<file path="src/rtl/vga_fb_flip_ctrl_if.sv">
// I/O register bus between the CPU side (master) and the page-flip controller (slave).
interface vga_fb_flip_ctrl_if;
   logic        io_write_en;
   logic        io_read_en;
   logic [31:0] io_address;
   logic [31:0] io_write_data;
   logic [31:0] io_read_data;

   modport master (
      output io_write_en,
      output io_read_en,
      output io_address,
      output io_write_data,
      input  io_read_data
   );

   modport slave (
      input  io_write_en,
      input  io_read_en,
      input  io_address,
      input  io_write_data,
      output io_read_data
   );
endinterface

</file>
<file path="src/rtl/vga_fb_flip_ctrl.sv">
// Framebuffer page-flip controller: queues a new scan-out base from software, pulses it to the
// scan-out DMA engine and retires the flip on the first frame start that uses the new base.
// Optional interrupt support is built only when VGA_FLIP_IRQ_EN is defined.
module vga_fb_flip_ctrl #(
   parameter logic [31:0] BASE_ADDRESS    = 32'hffff0100,
   parameter logic [31:0] DEFAULT_FB_ADDR = 32'h10000000
) (
   input  logic                     clk,
   input  logic                     reset,
   vga_fb_flip_ctrl_if.slave        io_bus,
   output logic                     fb_base_update_en,
   output logic [31:0]              fb_new_base,
   input  logic                     frame_toggle,
   output logic                     frame_irq
);

   localparam logic [31:0] OffsBase   = 32'h0;
   localparam logic [31:0] OffsStatus = 32'h4;
   localparam logic [31:0] OffsCtrl   = 32'h8;
   localparam logic [31:0] OffsAck    = 32'hc;

   logic [31:0] r_displayed_base;
   logic [31:0] r_pending_base;
   logic        r_flip_pending;
   logic [1:0]  r_pulse_age;
   logic        r_update_en;
   logic [31:0] r_new_base;
   logic        r_toggle_q;
   logic        r_toggle_vld;
   logic [15:0] r_frame_count;
   logic [31:0] r_read_data;

   logic        w_sel_base;
   logic        w_sel_status;
   logic        w_sel_ctrl;
   logic        w_sel_ack;
   logic        w_wr_base;
   logic        w_edge;
   logic        w_complete;
   logic        w_irq_status;
   logic        w_irq_enable;
   logic [31:0] w_rd_data;

   assign w_sel_base   = (io_bus.io_address == BASE_ADDRESS + OffsBase);
   assign w_sel_status = (io_bus.io_address == BASE_ADDRESS + OffsStatus);
   assign w_sel_ctrl   = (io_bus.io_address == BASE_ADDRESS + OffsCtrl);
   assign w_sel_ack    = (io_bus.io_address == BASE_ADDRESS + OffsAck);
   assign w_wr_base    = io_bus.io_write_en & w_sel_base;

   // The first sample after reset only seeds toggle_q, so it can never report an edge.
   assign w_edge = r_toggle_vld & (frame_toggle != r_toggle_q);

   // An edge one cycle after the pulse belongs to the frame that latched the old base; age 2
   // or more means the engine has already started a frame with the new base.
   assign w_complete = w_edge & r_flip_pending & (r_pulse_age == 2'd2);

   // Frame-start detection: sample the scan-out toggle every cycle.
   always_ff @(posedge clk or posedge reset) begin
      if (reset) begin
         r_toggle_q   <= 1'b0;
         r_toggle_vld <= 1'b0;
      end else begin
         r_toggle_q   <= frame_toggle;
         r_toggle_vld <= 1'b1;
      end
   end

   // Free-running frame counter, wraps at 16 bits.
   always_ff @(posedge clk or posedge reset) begin
      if (reset) begin
         r_frame_count <= 16'h0000;
      end else if (w_edge) begin
         r_frame_count <= r_frame_count + 16'h0001;
      end
   end

   // Flip bookkeeping; a write in the completion cycle re-arms after the old flip retires.
   always_ff @(posedge clk or posedge reset) begin
      if (reset) begin
         r_displayed_base <= DEFAULT_FB_ADDR;
         r_pending_base   <= DEFAULT_FB_ADDR;
         r_flip_pending   <= 1'b0;
      end else begin
         if (w_complete) begin
            r_displayed_base <= r_pending_base;
            r_flip_pending   <= 1'b0;
         end
         if (w_wr_base) begin
            r_pending_base <= io_bus.io_write_data;
            r_flip_pending <= 1'b1;
         end
      end
   end

   // Cycles since the last update pulse, saturating at 2 (pulse cycle reads 0).
   always_ff @(posedge clk or posedge reset) begin
      if (reset) begin
         r_pulse_age <= 2'd2;
      end else if (w_wr_base) begin
         r_pulse_age <= 2'd0;
      end else if (r_pulse_age != 2'd2) begin
         r_pulse_age <= r_pulse_age + 2'd1;
      end
   end

   // One-cycle update pulse to the scan-out engine with its qualified base.
   always_ff @(posedge clk or posedge reset) begin
      if (reset) begin
         r_update_en <= 1'b0;
         r_new_base  <= DEFAULT_FB_ADDR;
      end else begin
         r_update_en <= w_wr_base;
         if (w_wr_base) begin
            r_new_base <= io_bus.io_write_data;
         end
      end
   end

   assign fb_base_update_en = r_update_en;
   assign fb_new_base       = r_new_base;

`ifdef VGA_FLIP_IRQ_EN
   logic r_irq_status;
   logic r_irq_enable;
   logic r_frame_irq;
   logic w_wr_ctrl;
   logic w_ack;

   assign w_wr_ctrl = io_bus.io_write_en & w_sel_ctrl;
   assign w_ack     = io_bus.io_write_en & w_sel_ack & io_bus.io_write_data[0];

   // Interrupt status/enable; a completion in the ack cycle keeps the status set.
   always_ff @(posedge clk or posedge reset) begin
      if (reset) begin
         r_irq_status <= 1'b0;
         r_irq_enable <= 1'b0;
         r_frame_irq  <= 1'b0;
      end else begin
         if (w_complete) begin
            r_irq_status <= 1'b1;
         end else if (w_ack) begin
            r_irq_status <= 1'b0;
         end
         if (w_wr_ctrl) begin
            r_irq_enable <= io_bus.io_write_data[0];
         end
         r_frame_irq <= r_irq_status & r_irq_enable;
      end
   end

   assign w_irq_status = r_irq_status;
   assign w_irq_enable = r_irq_enable;
   assign frame_irq    = r_frame_irq;
`else
   assign w_irq_status = 1'b0;
   assign w_irq_enable = 1'b0;
   assign frame_irq    = 1'b0;
`endif

   // Register read mux; unmapped and write-only addresses return zero.
   always_comb begin
      w_rd_data = 32'h0;
      if (w_sel_base) begin
         w_rd_data = r_displayed_base;
      end else if (w_sel_status) begin
         w_rd_data = {r_frame_count, 14'h0, w_irq_status, r_flip_pending};
      end else if (w_sel_ctrl) begin
         w_rd_data = {31'h0, w_irq_enable};
      end
   end

   // Registered read data, held until the next read strobe.
   always_ff @(posedge clk or posedge reset) begin
      if (reset) begin
         r_read_data <= 32'h0;
      end else if (io_bus.io_read_en) begin
         r_read_data <= w_rd_data;
      end
   end

   assign io_bus.io_read_data = r_read_data;

endmodule

</file>
<file path="src/flat_wrapper.sv">
// flat-port wrapper written by rule: the top's interface ports become plain ports
module vga_fb_flip_ctrl_flat 
#(
   parameter logic [31:0] BASE_ADDRESS    = 32'hffff0100,
   parameter logic [31:0] DEFAULT_FB_ADDR = 32'h10000000
)
  (clk, reset, fb_base_update_en, fb_new_base, frame_toggle, frame_irq, io_bus_io_write_en, io_bus_io_read_en, io_bus_io_address, io_bus_io_write_data, io_bus_io_read_data);
  vga_fb_flip_ctrl_if io_bus_i ();
  input  logic clk;
  input  logic reset;
  output logic fb_base_update_en;
  output logic [31:0] fb_new_base;
  input  logic frame_toggle;
  output logic frame_irq;
  input wire logic [$bits(io_bus_i.io_write_en)-1:0] io_bus_io_write_en;
  input wire logic [$bits(io_bus_i.io_read_en)-1:0] io_bus_io_read_en;
  input wire logic [$bits(io_bus_i.io_address)-1:0] io_bus_io_address;
  input wire logic [$bits(io_bus_i.io_write_data)-1:0] io_bus_io_write_data;
  output wire logic [$bits(io_bus_i.io_read_data)-1:0] io_bus_io_read_data;
  assign io_bus_i.io_write_en = io_bus_io_write_en;
  assign io_bus_i.io_read_en = io_bus_io_read_en;
  assign io_bus_i.io_address = io_bus_io_address;
  assign io_bus_i.io_write_data = io_bus_io_write_data;
  assign io_bus_io_read_data = io_bus_i.io_read_data;
  vga_fb_flip_ctrl #(.BASE_ADDRESS(BASE_ADDRESS), .DEFAULT_FB_ADDR(DEFAULT_FB_ADDR)) u_core (.clk(clk), .reset(reset), .io_bus(io_bus_i), .fb_base_update_en(fb_base_update_en), .fb_new_base(fb_new_base), .frame_toggle(frame_toggle), .frame_irq(frame_irq));
endmodule
</file>
<file path="config.mk">
export PLATFORM = sky130hd
export DESIGN_NAME = vga_fb_flip_ctrl_flat
export DESIGN_NICKNAME = d
export VERILOG_FILES = /design/src/rtl/vga_fb_flip_ctrl_if.sv /design/src/rtl/vga_fb_flip_ctrl.sv /design/src/flat_wrapper.sv
export SDC_FILE = /design/constraint.sdc
export NUM_CORES = 1
export LEC_CHECK = 0
export BUFFER_PORTS_ARGS = -buffer_cell sky130_fd_sc_hd__clkbuf_2
export CAP_MARGIN = 20
export CELL_PAD_IN_SITES_DETAIL_PLACEMENT = 1
export CELL_PAD_IN_SITES_GLOBAL_PLACEMENT = 1
export CORE_UTILIZATION = 41
export CTS_BUF_LIST = sky130_fd_sc_hd__clkbuf_16
export CTS_CLUSTER_DIAMETER = 50
export CTS_CLUSTER_SIZE = 40
export DETAILED_ROUTE_END_ITERATION = 16
export PLACE_DENSITY_LB_ADDON = 0.1
export SLEW_MARGIN = 20
export SYNTH_ARGS = -nofsm -noshare
export SYNTH_HDL_FRONTEND = slang
export SYNTH_SLANG_ARGS = --single-unit
</file>
<file path="constraint.sdc">
create_clock -name clk -period 4.8 [get_ports clk]
set_input_delay 0.48 -clock clk [delete_from_list [all_inputs] [get_ports clk]]
set_output_delay 0.48 -clock clk [all_outputs]
set_load 0.02 [all_outputs]
</file>
; Word-level counts from Yosys, hierarchy flattened
; Cells that the tools add are included.
[totals]
register_bits = 118
in_bits = 69
out_inout_bits = 66
[classes]
addsub = 2
n_eq_ne = 5
mux = 6
bitwise = 4
reduce_logical = 2
[op_table]
columns = op, count
row1 = "equality test 32 bit, second input constant", 2
row2 = 2-to-1 mux 32 bit, 2
row3 = "adder 16 x 1 -> 16 bit, second input constant", 1
row4 = bitwise AND 1 bit, 4
row5 = 2-to-1 mux 2 bit, 2
row6 = nonzero test 2 bit, 2
row7 = "adder 2 x 1 -> 2 bit, second input constant", 1
row8 = "equality test 2 bit, second input constant", 1
row9 = 2-to-1 mux 1 bit, 2
row10 = "inequality test 2 bit, second input constant", 1
row11 = inequality test 1 bit, 1

; Depth between registers and ports, before layout
; Gate-level depths: netlist of run 1.
[logic_depth]
word_depth = 6
depth_mapped = 5
ltp_nobuf = 5

; Least setup slack after synthesis of run 1
; No wires, ideal clock.
[synth_path]
kind = input-to-reg
startpoint = in io_bus_io_address[31]
endpoint = reg u_core.r_pending_base[10]
arrival_time_ns = 2.080
required_ns = 4.675
setup_slack_ns = 2.595
path_stages = 5
n_path_buf = 1
path_cell_list = nand4_1 > or3_1 > nor4_4 > buf_6 > mux2_2
[synth_between]
elab_chain_cells = 2
[synth_lines]
columns = element, line
row1 = from (decl), flat_wrapper.sv:17  ; input wire logic [$bits(io_bus_i.io_address)-1:0] io_bus_io_address;
row2 = equality test 32 bit, vga_fb_flip_ctrl.sv:44  ; assign w_sel_base = (io_bus.io_address == BASE_ADDRESS + OffsBase);
row3 = bitwise AND 1 bit, vga_fb_flip_ctrl.sv:48  ; assign w_wr_base = io_bus.io_write_en & w_sel_base;
row4 = to (signal assigned), vga_fb_flip_ctrl.sv:89  ; r_pending_base <= io_bus.io_write_data;
row5 = to (decl), vga_fb_flip_ctrl.sv:23  ; logic [31:0] r_pending_base;
; No other way between the ends.
; A chain may end at the register's enable or synchronous reset.

; Worst setup path in the final report of run 1
[layout_path]
startpoint = in io_bus_io_address[31]
endpoint = reg u_core.r_read_data[28], in the netlist u_core.io_bus.io_read_data[28]
[layout_between]
elab_chain_cells = 3
[layout_lines]
columns = element, line
row1 = equality test 32 bit, vga_fb_flip_ctrl.sv:45  ; assign w_sel_status = (io_bus.io_address == BASE_ADDRESS + OffsStatus);
row2 = 2-to-1 mux 32 bit, vga_fb_flip_ctrl.sv:165  ; end else if (w_sel_status) begin
row3 = 2-to-1 mux 32 bit *, vga_fb_flip_ctrl.sv:163  ; if (w_sel_base) begin
row4 = to (signal assigned), vga_fb_flip_ctrl.sv:177  ; r_read_data <= w_rd_data;
row5 = to (decl), vga_fb_flip_ctrl.sv:31  ; logic [31:0] r_read_data;
; Every way passes the cells marked *; elsewhere a longest branch is shown, timed or not.

==> results of run 1 <==
-- cells in the mapped netlist --
library cell,n
nand2b_1,2
buf_2,1
xnor2_1,15
nor2_1,4
mux2_1,14
buf_4,1
mux2_2,51
nand2_1,9
ha_1,2
dfrtp_1,115
nor4_1,1
dfstp_2,3
and4bb_2,2
nand4b_4,1
nor4_4,2
nor2b_1,17
nor4_2,2
inv_1,4
a22o_1,15
xor2_1,3
nand3_1,8
and3_1,2
nor3_1,2
clkbuf_1,9
and2_1,1
nand4_1,6
buf_6,3
a21oi_1,1
a221o_1,17
conb_1,2
a21o_1,1
or3_1,1
and4_1,2
-- placed cells by master, fill, tap and decap left out, drive strengths merged, types with 4 or more instances in the layout --
| cell | netlist | final |
|---|---|---|
| a22o | 15 | 15 |
| bufinv | 0 | 5 |
| nand3 | 8 | 8 |
| clkbuf | 9 | 150 |
| a221o | 17 | 17 |
| nor4 | 5 | 5 |
| nand4 | 6 | 6 |
| buf | 5 | 4 |
| clkinv | 0 | 6 |
| mux2 | 65 | 65 |
| nor2 | 4 | 4 |
| nand2 | 9 | 9 |
| dfrtp | 115 | 115 |
| nor2b | 17 | 17 |
| xnor2 | 15 | 15 |
| inv | 4 | 7 |
-- metal layers --
| metal | up-vias | part of all wire (%) |
|---|---|---|
| met5 | - | 0 |
| met4 | 0 | 1.2 |
| met3 | 16 | 6.6 |
| met2 | 115 | 49 |
| met1 | 1632 | 43 |
| li1 | 1451 | - |
-- power by group --
group	internal, W	total (W)	switching, W
Combinational	0.0000483	0.000103	0.0000548
Sequential	0.00102	0.00106	0.0000341
Clock	0.000904	0.00133	0.000422
Total	0.00197	0.00248	0.000511
-- worst paths after layout --
check / cells after the start / from / to
min: 2 / reset / u_core.r_displayed_base[16]$_DFFE_PP0P_
min in group clk: 1 / frame_toggle / u_core.r_toggle_q$_DFF_PP0_
max reg2reg: 4 / u_core.r_pulse_age[1]$_DFFE_PP1P_ / u_core.r_displayed_base[29]$_DFFE_PP0P_
max: 5 / io_bus_io_address[31] / u_core.io_bus.io_read_data[28]$_DFFE_PP0P_
min reg2reg: 1 / u_core.r_frame_count[15]$_DFFE_PP0N_ / u_core.r_frame_count[15]$_DFFE_PP0N_
max in group asynchronous: 3 / reset / u_core.r_pending_base[29]$_DFFE_PP0P_
-- final cells by class --
cell class / count / area [um^2]
Tap cell: 140 / 175
Clock buffer: 17 / 425
Timing Repair Buffer: 137 / 696
Sequential cell: 118 / 2960
Fill cell: 1112 / 4890
Inverter: 4 / 17.5
Clock inverter: 15 / 194
Multi-Input combinational cell: 183 / 1670
-- cell families (layout without fill, tap and decap cells) --
logic type,after synthesis,after routing
buffers and inverters,18,173
other,2,2
adder cells (fa/ha/maj),2,2
flip-flops,118,118
XOR/XNOR,18,18
AND/OR/NAND/NOR,62,62
multiplexers,65,65
AO/OA/AOI/OAI,34,34
-- per-stage QoR --
| stage | cell area, um^2 | util, % | setup WS, ps | power [W] | hold WS (ps) |
|---|---|---|---|---|---|
| floorplan | 4710 | - | 1200 | 0.00112 | 446 |
| global placement | 5520 | 50.0 | 2350 | 0.00117 | 463 |
| detailed placement | 5520 | 50.0 | 2280 | 0.00118 | 473 |
| CTS | 6140 | 55.6 | 2680 | 0.00252 | 224 |
| global route | 6140 | 55.6 | 2580 | 0.00258 | 233 |
| finish | 6140 | 55.6 | 2690 | 0.00248 | 188 |
-- sequential cells by signal (all words and copies together), names as in the netlist --
register	cells
u_core.r_frame_count	16
u_core.r_pulse_age	2
u_core.r_displayed_base	32
u_core.r_toggle_vld	1
u_core.r_flip_pending	1
u_core.fb_base_update_en	1
u_core.r_toggle_q	1
u_core.r_pending_base	32
u_core.io_bus.io_read_data	32
-- worst max-delay path: cells and delay by family --
family                 cells  cell delay (ps)
AOI/OAI and AO/OA          1              310
and+or+nand+nor            3             1570
buffers and inverters      1               80
==> parameters.txt, run 1 <==
Parameter                              Value

Run status
  Status ... finished, final reports clean

Critical path
  Critical path cell sequence ... clkbuf_2 -> nand4_1 -> or3_1 -> nor4_4 -> a221o_1
  Setup slack of the most critical reg-to-reg path ... 2740 ps
  Critical path's slowest cell ... nor4_4
  Element type at the critical path start ... primary input
  Biggest fanout along the worst timing path ... 17
  Arrival time of the worst setup path ... 2450 ps
  Required time of the critical path ... 5130 ps
  Delay of the slowest cell on the worst path ... 970 ps
  Crit path kind ... primary input to register
  Crit end category ... register

Timing
  Final worst clock skew ... 14.8 ps
  RSZ-0062 raised after global routing ... false
  Final max-slew violation count ... 0
  Sum of negative setup slack ... 0 ps
  Maximum clock frequency ... 473 MHz
  Final critical-path share of the clock period ... 44.0%
  Actual transition at the worst max-transition pin ... 1090 ps
  Final setup vio count ... 0
  Max-slew headroom at the worst pin ... 26.8%
  Final critical path time including I/O delays and setup ... 2110 ps
  Final hold violations ... 0

Clock tree
  Cts bufs inserted ... 17
  Hold-fix buffers at CTS ... 0
  Clk slew on worst S/H paths ... 60 ps
  Total clock sinks ... 118
  Number of resized instances in the post-cts repair step ... 0
  Maximum root-to-sink buffer count ... 2
  Library cell used as clock root buffer ... clkbuf_16
  Number of buffers inserted to repair setup after CTS ... 0
  Clock tree from TritonCTS ... done
  H-tree depth reported by CTS ... 4
  Clock latency of the later-clocked register in the worst-skew pair ... 410 ps

GRT
  Total gr overflow ... 0
  Vias in the first global route ... 3356
  All-Layer GR Usage ... 19.6%
  Met2 usage in global routing ... 31.6%
  Grt met3 use ... 7.35%
  Pin count of the biggest net entering global routing ... 65
  Global routing usage on met1 ... 24.6%
  Number of antenna violations at the first check in global routing ... 0
  Wire length of the first global-routing pass ... 17300 um
  Most utilized layer in the global route result ... met2

Floorplanning
  Number of top-level pins ... 135
  Area inside the core boundary ... 11000 um^2
  Die width ... 109 um
  Row count ... 38
  Die area ... 11900 um^2
  Die height ... 109 um
  Starting utilization of the core area ... 42.7%

Layout
  Final Instance Count excl. Fillers ... 614
  Post-synthesis to final-layout area growth ... 30.4%
  Count of nets after finishing ... 532
  Share of final-layout standard cells stronger than drive strength 1 ... 47.3%
  ANT cells ... 0

Placement
  Buffers on Ports ... 133
  Instance count after placement with tap cells included ... 582
  RD Place Congestion ... 0.708
  Half-perimeter wire length of the detailed placement result ... 7070 um

Detailed routing
  Antenna violation net count after detailed routing ... 0
  Vias ... 3214
  Number of iterations in the first detailed-routing pass ... 4
  Via density per instance ... 5.23
  Number of DRC markers after the initial detailed-route iteration ... 99
  Wire length after detailed routing ... 10600 um
  Avg WL per Cell ... 17.2 um
  Number of remaining DRC errors ... 0

Synth
  Simple-gate share of the synthesized area ... 8.93%
  Complex-gate fraction of the synthesized area ... 6.67%
  Post-Syn Area per Cell ... 14.8 um^2
  Largest cells by area after synthesis ... dfrtp_1, mux2_2, a221o_1
  Netlist Area Pre-Place ... 4710 um^2
  Number of flip-flops and latches in the synthesized netlist ... 118
  Post-Syn Nets ... 390
  Sequential element share of the synthesized area ... 62.8%
  Post-Synth Adder-Cell Area ... 0.531%
  Number of standard cells after synthesis ... 319
  Number of warnings printed during yosys synthesis ... 0
  Largest family of logic cells by synthesized area ... multiplexers
  Top-area cell type share of the netlist area ... 61.1%
  Portion of netlist area occupied by mux cells ... 15.5%
  Cell type with the largest total area after synthesis ... dfrtp_1
  Xor/xnor cell area share of the yosys netlist ... 3.35%
  Distinct cell type count after synthesis ... 33

Hold path
  Class of the most critical hold timing path ... primary input to asynchronous set/reset pin

Flow run
  Max_cap viols ... 0

Power
  VDD IR-drop max ... 0.309 mV
  Leakage power ... 3.29 nW
  P per Cell Area ... 405 nW/um^2
No activity file was read; power rests on OpenSTA's default activity.
==> run 2: changes to the inputs <==
--- a/config.mk
+++ b/config.mk
@@ -9,7 +9,7 @@
 export CAP_MARGIN = 20
 export CELL_PAD_IN_SITES_DETAIL_PLACEMENT = 1
 export CELL_PAD_IN_SITES_GLOBAL_PLACEMENT = 1
-export CORE_UTILIZATION = 41
+export CORE_UTILIZATION = 37
 export CTS_BUF_LIST = sky130_fd_sc_hd__clkbuf_16
 export CTS_CLUSTER_DIAMETER = 50
 export CTS_CLUSTER_SIZE = 40
==> constraint.sdc (replaced) <==
create_clock -name clk -period 1.9 [get_ports clk]
set_input_delay 0.19 -clock clk [delete_from_list [all_inputs] [get_ports clk]]
set_output_delay 0.19 -clock clk [all_outputs]
set_load 0.02 [all_outputs]
==> run 2 against run 1 <==
Compared with the run above:
- sequential share of layout area shrank 2.3 points
- combinational power grew to 2.9 times the previous value
- final area grew 4.9%
- highest routed layer unchanged
- critical endpoint is now u_core.r_displayed_base[23]$_DFFE_PP0P_
- register-to-register slack worse by 2400 ps
==> parameters.txt, run 2 (same netlist as run 1, synthesis figures left out) <==
Parameter                              Value

Run status
  Status ... finished, final reports clean (unchanged)

Critical path
  Crit path kind ... register to register (was primary input to register)
  Worst R2R End ... u_core.r_displayed_base[23]$_DFFE_PP0P_ (was u_core.r_displayed_base[29]$_DFFE_PP0P_)
  Element type at the critical path start ... register (was primary input)
  Biggest fanout along the worst timing path ... 10 (was 17)
  Critical path cell sequence ... ha_1 -> nand4_1 -> buf_4 -> mux2_2 (was clkbuf_2 -> nand4_1 -> or3_1 -> nor4_4 -> a221o_1)
  Critical path launch point ... u_core.r_pulse_age[1]$_DFFE_PP1P_ (was io_bus_io_address[31])
  R2R depth ... 4 (unchanged)
  RR Startpoint ... u_core.r_pulse_age[1]$_DFFE_PP1P_ (unchanged)
  Required time of the critical path ... 2190 ps (was 5130 ps)
  Setup slack of the most critical reg-to-reg path ... 310 ps (was 2740 ps)
  Delay of the slowest cell on the worst path ... 530 ps (was 970 ps)
  Critical Path End ... u_core.r_displayed_base[23]$_DFFE_PP0P_ (was u_core.io_bus.io_read_data[28]$_DFFE_PP0P_)
  Crit end category ... register (unchanged)
  Arrival time of the worst setup path ... 1880 ps (was 2450 ps)
  Critical path's slowest cell ... dfstp_2 (was nor4_4)

Timing
  Sum of negative setup slack ... 0 ps (unchanged)
  Actual transition at the worst max-transition pin ... 665 ps (was 1090 ps)
  Final setup vio count ... 0 (unchanged)
  Final max-slew violation count ... 0 (unchanged)
  Final critical path time including I/O delays and setup ... 1590 ps
  Final hold violations ... 0 (unchanged)
  Max-slew headroom at the worst pin ... 55.7% (was 26.8%)
  Final worst clock skew ... 6.44 ps (was 14.8 ps)
  Worst Slack Setup Final ... 308 ps (was 2690 ps)
  RSZ-0062 raised after global routing ... false (unchanged)
  Final critical-path share of the clock period ... 83.8%
  Maximum clock frequency ... 628 MHz

Placement
  Post-DP Area ... 5690 um^2 (was 5520 um^2)
  Half-perimeter wire length of the detailed placement result ... 7320 um (was 7070 um)
  Buffers on Ports ... 133 (unchanged)
  RD Place Congestion ... 0.696 (was 0.708)
  Worst setup timing slack at the placement stage ... -9.98 ps (was 2280 ps)

GRT
  Vias in the first global route ... 3479 (was 3356)
  Pin count of the biggest net entering global routing ... 119 (was 65)
  Wire length of the first global-routing pass ... 17700 um (was 17300 um)
  Number of antenna violations at the first check in global routing ... 0 (unchanged)
  All-Layer GR Usage ... 18.1% (was 19.6%)
  Total gr overflow ... 0 (unchanged)

Clock tree
  H-tree depth reported by CTS ... 4 (unchanged)
  Clock latency of the later-clocked register in the worst-skew pair ... 410 ps (about the same)
  Maximum root-to-sink buffer count ... 2 (unchanged)
  Number of buffers inserted to repair setup after CTS ... 0 (unchanged)
  Library cell used as clock root buffer ... clkbuf_16 (unchanged)
  Clock tree from TritonCTS ... done (unchanged)
  Number of resized instances in the post-cts repair step ... 0 (unchanged)
  Total clock sinks ... 118 (unchanged)
  Cts bufs inserted ... 17 (unchanged)
  Clk slew on worst S/H paths ... 50 ps (was 60 ps)

Power
  Combinational share of power ... 4.8% (was 4.2%)
  VDD IR-drop max ... 0.634 mV (was 0.309 mV)
  Clock network fraction of total power ... 52.0% (was 53.3%)
  Sw power ... 0.00130 W (was 0.000511 W)
  Leakage power ... 3.40 nW (was 3.29 nW)
  Overall power ... 0.00618 W (was 0.00248 W)
  Switching share of power ... 21.0% (was 20.6%)
  Power Internal ... 0.00488 W (was 0.00197 W)
  P per Cell Area ... 960 nW/um^2 (was 405 nW/um^2)
  Relative contribution of sequential cells to total power ... 43.2% (was 42.5%)

Detailed routing
  Vias ... 3282 (was 3214)
  Wire length after detailed routing ... 10900 um (was 10600 um)
  Antenna violation net count after detailed routing ... 0 (unchanged)
  Number of DRC markers after the initial detailed-route iteration ... 135 (was 99)
  Number of remaining DRC errors ... 0 (unchanged)
  Avg WL per Cell ... 16.4 um (was 17.2 um)
  Via density per instance ... 4.92 (was 5.23)
  Number of iterations in the first detailed-routing pass ... 4 (unchanged)

Layout
  Final design area excluding fillers ... 6440 um^2 (was 6140 um^2)
  Count of nets after finishing ... 557 (was 532)
  Most frequent cells in the layout ... clkbuf_2, dfrtp_1, mux2_2 (unchanged)
  Share of final-layout standard cells stronger than drive strength 1 ... 46.5% (was 47.3%)
  ANT cells ... 0 (unchanged)
  Fill cells ... 1285 (was 1112)
  Leading cell type in the layout, fill and taps excluded ... clkbuf_2 (unchanged)
  Post-synthesis to final-layout area growth ... 36.8% (was 30.4%)
  Final core utilization ... 52.7% (was 55.6%)

Floorplanning
  Starting utilization of the core area ... 38.6% (was 42.7%)
  Die width ... 115 um (was 109 um)
  Die area ... 13200 um^2 (was 11900 um^2)
  Die height ... 115 um (was 109 um)
  Number of top-level pins ... 135 (unchanged)
  Area inside the core boundary ... 12200 um^2 (was 11000 um^2)
  Row count ... 40 (was 38)

Flow run
  Max_cap viols ... 0 (unchanged)

Hold path
  Class of the most critical hold timing path ... primary input to register (was primary input to asynchronous set/reset pin)
## run 2: cell types whose count changed in the layout (fill, tap and decap cells not counted)
cell           previous run  this run
clkinvlp_4                1         3
bufinv_16                 5         4
inv_4                     1         0
buf_4                     4         8
clkinv_1                  4         5
buf_12                    0         5
dlygate4sd3_1             0        16
clkinv_2                  2         1
## run 2: per-stage QoR
step,hold slack [ps],std cells
floorplan,221,319
global placement,354,619
detailed placement,365,619
CTS,0.370,667
global route,0.526,667
finish,10.9,667
## run 2: power groups by stage
stage | sequential, W | clock (W) | combinational (W)
after CTS | 0.00267 | 0.00328 | 0.000304
after detailed placement | 0.00271 | 0 | 0.000278
after floorplan | 0.00268 | 0 | 0.000156
after global routing | 0.00268 | 0.00339 | 0.000339
after global placement | 0.00271 | 0 | 0.000269
final | 0.00267 | 0.00322 | 0.000295
## run 2: how the worst min path moves through the flow
| stage | cells after the start | slack [ps] | endpoint | startpoint |
|---|---|---|---|---|
| after floorplan | 0 | 220 | u_core.r_toggle_q$_DFF_PP0_ | frame_toggle |
| after global placement | 1 | 350 | u_core.r_toggle_q$_DFF_PP0_ | frame_toggle |
| after detailed placement | 1 | 370 | u_core.r_toggle_q$_DFF_PP0_ | frame_toggle |
| after CTS | 2 | 0.4 | u_core.r_pending_base[4]$_DFFE_PP0P_ | io_bus_io_write_data[4] |
| after global routing | 2 | 0.5 | u_core.r_pending_base[3]$_DFFE_PP0P_ | io_bus_io_write_data[3] |
| final | 2 | 10 | u_core.r_pending_base[14]$_DFFE_PP0P_ | io_bus_io_write_data[14] |
## run 2: repair_timing
action                                  4_1_cts  5_1_grt
hold buffers                                 16        0
endpoints found under the setup margin        0        0
hold endpoints to repair                    127        0
## run 2: cell type report
class                      count  area, um^2  share of cell area (%)
clock buffer                  17         425                    6.60
clock inverter                15         170                    2.64
inverter                       4        18.8                   0.291
multi-input combinational    183        1670                    26.0
sequential                   118        2960                    45.9
tap                          168         210                    3.26
timing repair buffer         162         986                    15.3
## run 2: critical path, delay by kind of cell (launching register included)
| kind | cells | cell delay (ps) |
|---|---|---|
| flops | 1 | 530 |
| simple gates | 1 | 190 |
| fa+ha+maj | 1 | 220 |
| buf+inv | 1 | 240 |
| mux | 1 | 280 |
## run 2: per-layer routing
metal	wire length [um]	up-vias	GRT usage (%)
li1	-	1494	-
met1	4810	1692	22.2
met2	5430	84	29.9
met3	529	12	5.22
met4	162	0	8.05
met5	0	-	0
==> run 3: changes to the inputs <==
--- a/config.mk
+++ b/config.mk
@@ -9,7 +9,7 @@
 export CAP_MARGIN = 20
 export CELL_PAD_IN_SITES_DETAIL_PLACEMENT = 1
 export CELL_PAD_IN_SITES_GLOBAL_PLACEMENT = 1
-export CORE_UTILIZATION = 37
+export CORE_UTILIZATION = 41
 export CTS_BUF_LIST = sky130_fd_sc_hd__clkbuf_16
 export CTS_CLUSTER_DIAMETER = 50
 export CTS_CLUSTER_SIZE = 40
==> constraint.sdc (replaced) <==
create_clock -name clk -period 1.65 [get_ports clk]
set_input_delay 0.165 -clock clk [delete_from_list [all_inputs] [get_ports clk]]
set_output_delay 0.165 -clock clk [all_outputs]
set_load 0.02 [all_outputs]
==> run 3 against run 2 <==
Compared with the run above:
- clock skew up 2.8 ps
- cell count down 1.9%
- first-iteration DRC count down 16%
- clock power up 6%
- non-clock buffer count up 17
- setup slack worse by 250 ps
- register-to-register slack worse by 250 ps
- clock-buffer cell count unchanged
- combinational power up 36%
- global-route usage up 1.9 points
- wire length up 0.90%
- critical path type unchanged
- highest routed layer unchanged
==> parameters.txt, run 3 (same netlist as run 1, synthesis figures left out) <==
Parameter                              Value

Run status
  Status ... finished, final reports clean (unchanged)

Detailed routing
  Vias ... 3323 (was 3282)
  Avg WL per Cell ... 16.9 um (was 16.4 um)
  Wire length after detailed routing ... 11000 um (was 10900 um)
  Via density per instance ... 5.08 (was 4.92)
  Number of remaining DRC errors ... 0 (unchanged)
  Antenna violation net count after detailed routing ... 0 (unchanged)
  Number of DRC markers after the initial detailed-route iteration ... 113 (was 135)
  Number of iterations in the first detailed-routing pass ... 4 (unchanged)

GRT
  Total gr overflow ... 0 (unchanged)
  Wire length of the first global-routing pass ... 17900 um (was 17700 um)
  Number of antenna violations at the first check in global routing ... 0 (unchanged)
  All-Layer GR Usage ... 20.0% (was 18.1%)
  Vias in the first global route ... 3588 (was 3479)
  Pin count of the biggest net entering global routing ... 52 (was 119)

Layout
  Share of final-layout standard cells stronger than drive strength 1 ... 46.7% (was 46.5%)
  Leading cell type in the layout, fill and taps excluded ... clkbuf_2 (unchanged)
  Post-synthesis to final-layout area growth ... 39.2% (was 36.8%)
  ANT cells ... 0 (unchanged)
  Fill cells ... 1106 (was 1285)
  Count of nets after finishing ... 574 (was 557)
  Final design area excluding fillers ... 6550 um^2 (was 6440 um^2)
  Multi-input combinational cell area ... 1700 um^2 (was 1670 um^2)
  Total area of sequential cells ... 2960 um^2 (unchanged)
  Most frequent cells in the layout ... clkbuf_2, dfrtp_1, mux2_2 (unchanged)

Clock tree
  Clock latency of the later-clocked register in the worst-skew pair ... 400 ps (was 410 ps)
  Maximum root-to-sink buffer count ... 2 (unchanged)
  Clk slew on worst S/H paths ... 50 ps (about the same)
  H-tree depth reported by CTS ... 4 (unchanged)
  Number of buffers inserted to repair setup after CTS ... 0 (unchanged)
  Library cell used as clock root buffer ... clkbuf_16 (unchanged)
  Cts bufs inserted ... 17 (unchanged)
  Total clock sinks ... 118 (unchanged)
  Clock tree from TritonCTS ... done (unchanged)

Placement
  Buffers on Ports ... 133 (unchanged)
  RD Place Congestion ... 0.734 (was 0.696)
  Post-DP Area ... 5700 um^2 (was 5690 um^2)
  Half-perimeter wire length of the detailed placement result ... 7220 um (was 7320 um)

Critical path
  Required time of the critical path ... 1920 ps (was 2190 ps)
  Setup slack of the most critical reg-to-reg path ... 60 ps (was 310 ps)
  Crit end category ... register (unchanged)
  Element type at the critical path start ... register (unchanged)
  Crit path kind ... register to register (unchanged)
  Biggest fanout along the worst timing path ... 16 (was 10)
  Arrival time of the worst setup path ... 1860 ps (was 1880 ps)

Power
  P per Cell Area ... 1050 nW/um^2 (was 960 nW/um^2)
  VDD IR-drop max ... 0.617 mV (was 0.634 mV)
  Leakage power ... 3.45 nW (was 3.40 nW)

Timing
  Final setup vio count ... 0 (unchanged)
  Final worst clock skew ... 9.26 ps (was 6.44 ps)
  RSZ-0062 raised after global routing ... true (was false)
  Sum of negative setup slack ... 0 ps (unchanged)
  Final max-slew violation count ... 0 (unchanged)
  Maximum clock frequency ... 629 MHz (was 628 MHz)
  Final critical-path share of the clock period ... 96.4% (was 83.8%)
  Final hold violations ... 0 (unchanged)
  Final critical path time including I/O delays and setup ... 1590 ps (about the same)
  Max-slew headroom at the worst pin ... 65.7% (was 55.7%)
  Actual transition at the worst max-transition pin ... 514 ps (was 665 ps)

Floorplanning
  Area inside the core boundary ... 11000 um^2 (was 12200 um^2)
  Die height ... 109 um (was 115 um)
  Number of top-level pins ... 135 (unchanged)
  Row count ... 38 (was 40)
  Die width ... 109 um (was 115 um)
  Starting utilization of the core area ... 42.7% (was 38.6%)
  Die area ... 11900 um^2 (was 13200 um^2)

Flow run
  Max_cap viols ... 0 (unchanged)

Hold path
  Class of the most critical hold timing path ... primary input to register (unchanged)
[run 3: final timing paths]
kind / end / cells after the start / startpoint
min reg2reg: u_core.r_frame_count[15]$_DFFE_PP0N_ / 1 / u_core.r_frame_count[15]$_DFFE_PP0N_
max reg2reg: u_core.r_displayed_base[0]$_DFFE_PP0P_ / 4 / u_core.r_pulse_age[1]$_DFFE_PP1P_
max in group asynchronous: u_core.r_pending_base[28]$_DFFE_PP1P_ / 4 / reset
min: u_core.r_pending_base[26]$_DFFE_PP0P_ / 2 / io_bus_io_write_data[26]
max: u_core.r_displayed_base[0]$_DFFE_PP0P_ / 4 / u_core.r_pulse_age[1]$_DFFE_PP1P_
min in group asynchronous: u_core.r_displayed_base[17]$_DFFE_PP0P_ / 4 / reset
[run 3: timing repair]
item                                    CTS  global route
endpoints found under the setup margin    0            18
gates resized for setup                   0             0
hold buffers                             31             0
endpoints found under the hold margin   145             0
[run 3: report_power, final]
group	leakage (nW)	switching (W)	internal (W)
combinational	1.56	0.000187	0.000213
sequential	1.62	0.0000971	0.00297
clock	0.264	0.00124	0.00217
[run 3: metal layers]
layer	track usage, %	vias to the layer above	wire length, um
li1	-	1520	-
met1	25.5	1719	4860
met2	34.2	79	5660
met3	4.42	5	440
met4	5.79	0	67
met5	0	-	0
[run 3: critical path: stages (launching register included)]
cell and delay [ps]:
dfstp_2 530, ha_1 230, nand4_1 150, buf_4 240, mux2_2 310
[run 3: layout make-up]
class / count / area share [%]
tap: 140 / 2.67
inverter: 4 / 0.286
clock inverter: 13 / 1.79
timing repair buffer: 179 / 17.8
clock buffer: 17 / 6.49
sequential: 118 / 45.1
multi-input combinational: 183 / 25.9
[run 3: per-stage QoR]
stage               utilization, %  cells  power (W)  hold slack [ps]  setup WS [ps]
floorplan                        -    319    0.00327              196           -192
global placement              51.7    593    0.00343              280           -211
detailed placement            51.7    593    0.00345              284           -256
CTS                           59.4    654    0.00695             9.53           37.3
global route                  59.4    654    0.00712             15.0          -37.7
finish                        59.4    654    0.00687             20.4           59.4
